`src/rtl/hazard_pkg.sv`:
```
// Shared definitions for the pipeline hazard controller.
// Holds the sequencer state encoding, the pipeline NOP encoding and the
// default vector-ALU latency.
package hazard_pkg;

    localparam int unsigned VALU_LAT_DEFAULT = 4;
    localparam int unsigned VCNT_W           = 4;
    localparam logic [31:0] NOP_INSTR        = 32'h0000_0013;

    typedef enum logic [1:0] {
        RUN       = 2'd0,
        VALU_WAIT = 2'd1,
        MEM_WAIT  = 2'd2
    } state_e;

endpackage

```
`src/rtl/pipe_hazard_ctrl_stall_counter.sv`:
```
// Saturating up-counter with enable and asynchronous active-high reset.
// Ports: clk_i, rst_i, en_i (count this edge), cnt_o (current count).
module stall_counter #(
    parameter int unsigned W = 32
) (
    input  logic         clk_i,
    input  logic         rst_i,
    input  logic         en_i,
    output logic [W-1:0] cnt_o
);

    logic [W-1:0] cnt_q;
    logic [W-1:0] cnt_d;

    // Hold at all-ones once reached.
    always_comb begin
        cnt_d = cnt_q;
        if (en_i && (cnt_q != {W{1'b1}})) begin
            cnt_d = cnt_q + W'(1);
        end
    end

    always_ff @(posedge clk_i or posedge rst_i) begin
        if (rst_i) begin
            cnt_q <= '0;
        end else begin
            cnt_q <= cnt_d;
        end
    end

    assign cnt_o = cnt_q;

endmodule

```
`src/rtl/pipe_hazard_ctrl.sv`:
```
// Central stall/flush sequencer for the 5-stage pipeline.
// Inputs: ID source registers/uses, EX rd/load/vector flags, branch taken,
//         data-memory request/ready handshake.
// Outputs: per-stage write enables and flush/bubble controls (combinational
//          from state, VALU countdown and inputs), VALU start pulse,
//          sequencer state and a saturating stall-cycle counter.
module pipe_hazard_ctrl
    import hazard_pkg::*;
#(
    parameter int unsigned VALU_LAT = VALU_LAT_DEFAULT,
    parameter int unsigned CNT_W    = 32
) (
    input  logic             clk_i,
    input  logic             rst_i,
    input  logic [4:0]       id_rs1_i,
    input  logic [4:0]       id_rs2_i,
    input  logic             id_uses_rs1_i,
    input  logic             id_uses_rs2_i,
    input  logic [4:0]       ex_rd_i,
    input  logic             ex_memread_i,
    input  logic             ex_valu_i,
    input  logic             branch_taken_i,
    input  logic             mem_req_i,
    input  logic             mem_ready_i,
    output logic             pc_we_o,
    output logic             if_id_we_o,
    output logic             if_id_flush_o,
    output logic             id_ex_we_o,
    output logic             id_ex_flush_o,
    output logic             ex_mem_we_o,
    output logic             ex_mem_bubble_o,
    output logic             mem_wb_bubble_o,
    output logic             valu_start_o,
    output logic [1:0]       state_o,
    output logic [CNT_W-1:0] stall_cycles_o
);

    localparam logic [VCNT_W-1:0] VCNT_LOAD = VCNT_W'(VALU_LAT - 1);
    localparam logic              VALU_MULTI = (VALU_LAT > 1);

    state_e              state_q, state_d;
    logic [VCNT_W-1:0]   vcnt_q, vcnt_d;
    logic                mem_stall;
    logic                load_use;

    assign mem_stall = mem_req_i & ~mem_ready_i;
    assign load_use  = ex_memread_i & (ex_rd_i != 5'd0) &
                       ((id_uses_rs1_i & (id_rs1_i == ex_rd_i)) |
                        (id_uses_rs2_i & (id_rs2_i == ex_rd_i)));

    // Next-state and stage controls.
    always_comb begin
        state_d         = state_q;
        vcnt_d          = vcnt_q;
        pc_we_o         = 1'b1;
        if_id_we_o      = 1'b1;
        if_id_flush_o   = 1'b0;
        id_ex_we_o      = 1'b1;
        id_ex_flush_o   = 1'b0;
        ex_mem_we_o     = 1'b1;
        ex_mem_bubble_o = 1'b0;
        mem_wb_bubble_o = 1'b0;
        valu_start_o    = 1'b0;

        if (rst_i) begin
            pc_we_o         = 1'b0;
            if_id_we_o      = 1'b0;
            id_ex_we_o      = 1'b0;
            ex_mem_we_o     = 1'b0;
            if_id_flush_o   = 1'b1;
            id_ex_flush_o   = 1'b1;
            ex_mem_bubble_o = 1'b1;
            mem_wb_bubble_o = 1'b1;
            state_d         = RUN;
            vcnt_d          = '0;
        end else begin
            unique case (state_q)
                // MEM_WAIT without a pending stall behaves exactly like RUN.
                RUN, MEM_WAIT: begin
                    if (mem_stall) begin
                        pc_we_o         = 1'b0;
                        if_id_we_o      = 1'b0;
                        id_ex_we_o      = 1'b0;
                        ex_mem_we_o     = 1'b0;
                        mem_wb_bubble_o = 1'b1;
                        state_d         = MEM_WAIT;
                    end else if (ex_valu_i && VALU_MULTI) begin
                        valu_start_o    = 1'b1;
                        pc_we_o         = 1'b0;
                        if_id_we_o      = 1'b0;
                        id_ex_we_o      = 1'b0;
                        ex_mem_bubble_o = 1'b1;
                        vcnt_d          = VCNT_LOAD;
                        state_d         = VALU_WAIT;
                    end else begin
                        state_d      = RUN;
                        // Single-cycle VALU: start pulse only, no stall.
                        valu_start_o = ex_valu_i;
                        if (branch_taken_i) begin
                            if_id_flush_o = 1'b1;
                            id_ex_flush_o = 1'b1;
                        end else if (load_use) begin
                            pc_we_o       = 1'b0;
                            if_id_we_o    = 1'b0;
                            id_ex_flush_o = 1'b1;
                        end
                    end
                end

                // Vector op occupies EX; branch/load-use do not apply here.
                VALU_WAIT: begin
                    if (vcnt_q > VCNT_W'(1)) begin
                        vcnt_d     = vcnt_q - VCNT_W'(1);
                        pc_we_o    = 1'b0;
                        if_id_we_o = 1'b0;
                        id_ex_we_o = 1'b0;
                        if (mem_stall) begin
                            ex_mem_we_o     = 1'b0;
                            mem_wb_bubble_o = 1'b1;
                        end else begin
                            ex_mem_bubble_o = 1'b1;
                        end
                    end else if (mem_stall) begin
                        // Result ready but MEM is blocked: hold at 1.
                        pc_we_o         = 1'b0;
                        if_id_we_o      = 1'b0;
                        id_ex_we_o      = 1'b0;
                        ex_mem_we_o     = 1'b0;
                        mem_wb_bubble_o = 1'b1;
                    end else begin
                        vcnt_d  = '0;
                        state_d = RUN;
                    end
                end

                default: begin
                    state_d = RUN;
                    vcnt_d  = '0;
                end
            endcase
        end
    end

    // State and VALU countdown registers.
    always_ff @(posedge clk_i or posedge rst_i) begin
        if (rst_i) begin
            state_q <= RUN;
            vcnt_q  <= '0;
        end else begin
            state_q <= state_d;
            vcnt_q  <= vcnt_d;
        end
    end

    assign state_o = state_q;

    stall_counter #(
        .W(CNT_W)
    ) u_stall_counter (
        .clk_i(clk_i),
        .rst_i(rst_i),
        .en_i (~pc_we_o),
        .cnt_o(stall_cycles_o)
    );

endmodule

```
`config.mk`:
```
export PLATFORM = sky130hd
export DESIGN_NAME = pipe_hazard_ctrl
export DESIGN_NICKNAME = d
export VERILOG_FILES = /design/src/rtl/hazard_pkg.sv /design/src/rtl/pipe_hazard_ctrl_stall_counter.sv /design/src/rtl/pipe_hazard_ctrl.sv
export SDC_FILE = /design/constraint.sdc
export NUM_CORES = 1
export LEC_CHECK = 0
export ABC_AREA = 1
export CELL_PAD_IN_SITES_DETAIL_PLACEMENT = 1
export CELL_PAD_IN_SITES_GLOBAL_PLACEMENT = 2
export CORE_MARGIN = 2
export CORE_UTILIZATION = 28
export DETAILED_ROUTE_END_ITERATION = 16
export PLACE_DENSITY = 0.88
export SLEW_MARGIN = 20
export SYNTH_ARGS = -nofsm -noshare
export SYNTH_HDL_FRONTEND = slang
export SYNTH_SLANG_ARGS = --single-unit
```
`constraint.sdc`:
```
create_clock -name clk_i -period 8.2 [get_ports clk_i]
set_input_delay 1.64 -clock clk_i [delete_from_list [all_inputs] [get_ports clk_i]]
set_output_delay 1.64 -clock clk_i [all_outputs]
set_load 0.02 [all_outputs]
```
==> flow_summary.yaml <==
sta:
  worst_slew_margin_rel_pct: 53.2
  rsz0062_at_grt: "false"
  worst_slew_pin_slew_ps: 699
  finalHoldViolations: 0
  fin_crit_ps: 5370
  setup_tns_ps: 0
  setup_ws_ps: 2830
  skew_ps: 5.50
  finalCritPeriodShare_pct: 65.5
  slew_viol_final: 0
  fmax_mhz: 186
  finalSetupViolCount: 0
critical_path:
  ff2ff_path_depth: 9
  critPathLaunch: "ex_rd_i[3]"
  r2r-start: "u_stall_counter.cnt_o[0]"
  crit_path_end_kind: "primary output"
  worstSetupPathType: "in2out"
  regToRegEndpoint: "u_stall_counter.cnt_o[14]"
  crit_fanout: 34
  arrival_ps: 3730
  start_kind: "input pin"
  required_ps: 6560
  endpoint: "if_id_we_o"
  r2r_setup_slack_ps: 5730
routing:
  drt-pass1-iter-count: 4
  antenna_left: 0
  detail_route.vias_per_cell: 4.64
  vias: 3018
  remaining_drc_errors: 0
  wl_mm: 8.90
  wire_per_inst_um: 13.7
  drtIter0Drc: 151
cts:
  cts_setup_buffers: 0
  cts_root_buf: "clkbuf_8"
  clock_latency_ps: 290
  cts.reportedPaths.clkPinSlew_ps: 70
  cts_resized: 0
  clock_path_buffers: 2
  cts_num_sinks: 38
  tritoncts: "done"
  cts_buffers: 5
  postCtsHoldBufs: 0
  htreeDepth: 2
floorplan:
  die_x_um: 105
  die_y_um: 105
  fp.dieArea_um2: 11100
  start_util_pct: 29.2
  num_io_pins: 67
  core_area_um2: 9860
  num_rows: 36
hold_path:
  hp-class: "reg2reg"
  min_from: "u_stall_counter.cnt_o[22]"
final_layout:
  final_cell_mix: "191 x nand2_1, 66 x clkdlybuf4s50_1, 51 x nor2_1, 45 x inv_1, 41 x nand3_1"
  stdcell_area_um2: 3720
  layout-drive-gt1-share_pct: 4.26
  area_growth_pct: 29.2
  final_common_cell: "nand2_1"
  nets: 544
  diodes: 0
  fillCellCount: 1285
yosys:
  yosysWarningCount: 0
  synthesis.nets: 480
  ys.flop_type: "dfrtp_1"
  synthDistinctLibCells: 30
  synth_area_um2: 2880
  synth-seq-cells: 38
  synth_edf_count: 0
  ys_seq_area_share_pct: 33.1
  synth_area_per_cell_um2: 6.35
  syn_inst: 453
  synthArstFlopShare_pct: 100
pwr:
  power.density_nw_per_um2: 143
  peakVddDrop_uv: 81.6
  power_leakage_nw: 1.76
  finalPower_mw: 0.532
flow_run:
  timing.max_cap.violations: 0
outcome:
  status: "completed"
placed_design:
  gp_congestion: 0.885
  dp_hpwl_mm: 6.95
  placed_area_um2: 3640
  io_buffers: 66
  post-place-ws_ps: 2790
global_route:
  grt_max_degree: 46
  grt_pass1_wl_mm: 15.4
  grt_usage_pct: 16.9
  grt_overflow_total: 0
  antenna_found_initial: 0
  grt_pass1_vias: 3202
## worst max-delay path: stages
cell             delay, ps
clkdlybuf4s50_1        500
inv_1                   90
nand2_1                 70
nand2_1                 50
nor2_1                 110
nand3_1                 80
nand2_1                 90
nand3_1                110
nand2_4                320
inv_1                  100
clkdlybuf4s50_1        550
## area by class of cell
type	instances	area, um^2	area share (%)
multi-input combinational	356	1670	44.9
sequential	38	951	25.6
timing repair buffer	67	668	18.0
inverter	49	184	4.95
tap	133	166	4.48
clock buffer	7	76.3	2.05
## logic make-up after synthesis
family                     synth area share (%)
buffers and inverters                      8.87
AOI/OAI and AO/OA                          2.57
DFF                                        33.1
and+or+nand+nor                            47.8
adders and majority gates                  1.31
xor gates and xnor gates                   6.39
## power by group
| part | switching, mW | total (mW) | internal (mW) |
|---|---|---|---|
| sequential | 0.0240 | 0.228 | 0.205 |
| combinational | 0.105 | 0.180 | 0.0751 |
| clock | 0.0654 | 0.124 | 0.0586 |
## flip-flops by register name (all words and copies together), names as in the netlist
| name | count |
|---|---|
| vcnt_q | 4 |
| state_o | 2 |
| u_stall_counter.cnt_o | 32 |
## worst min path at each step
stage | slack [ps] | cells after the start | end
after floorplan | 490 | 2 | vcnt_q[3]
after global placement | 510 | 2 | vcnt_q[3]
after detailed placement | 520 | 2 | vcnt_q[3]
after CTS | 540 | 2 | u_stall_counter.cnt_o[7]
after global routing | 580 | 2 | u_stall_counter.cnt_o[22]
final | 540 | 2 | u_stall_counter.cnt_o[22]
## through the flow
stage                     util [%]  std cells  hold slack [ps]
final                         37.7        650              538
after global routing          37.7        650              581
after CTS                     37.7        650              545
after global placement        36.9        643              514
after detailed placement      36.9        643              516
after floorplan                  -        453              486
## synthesized netlist by cell type (2+ instances only)
cell type	number	area, um^2
nor3_1	11	55.1
a21oi_1	2	10.0
nor2_4	3	33.8
xnor2_1	4	35.0
xor2_1	17	149
buf_2	6	30.0
inv_2	3	11.3
buf_6	3	33.8
nand4_1	5	31.3
inv_1	45	169
o22ai_1	2	12.5
nor2_1	51	191
nand2_4	3	33.8
nand2_1	191	717
o21ai_0	3	15.0
dfrtp_1	38	951
ha_1	3	37.5
nor2_2	4	25.0
nand3_1	41	205
nand3b_1	8	60.1
## layer usage
| metal | track usage (%) | vias up | wire [um] | share of wire [%] |
|---|---|---|---|---|
| li1 | - | 1532 | - | - |
| met1 | 23.6 | 1442 | 4400 | 49 |
| met2 | 27.3 | 38 | 4150 | 47 |
| met3 | 2.23 | 6 | 244 | 2.7 |
| met4 | 4.38 | 0 | 107 | 1.2 |
| met5 | 0 | - | 0 | 0 |
No activity file was read; power rests on OpenSTA's default activity.
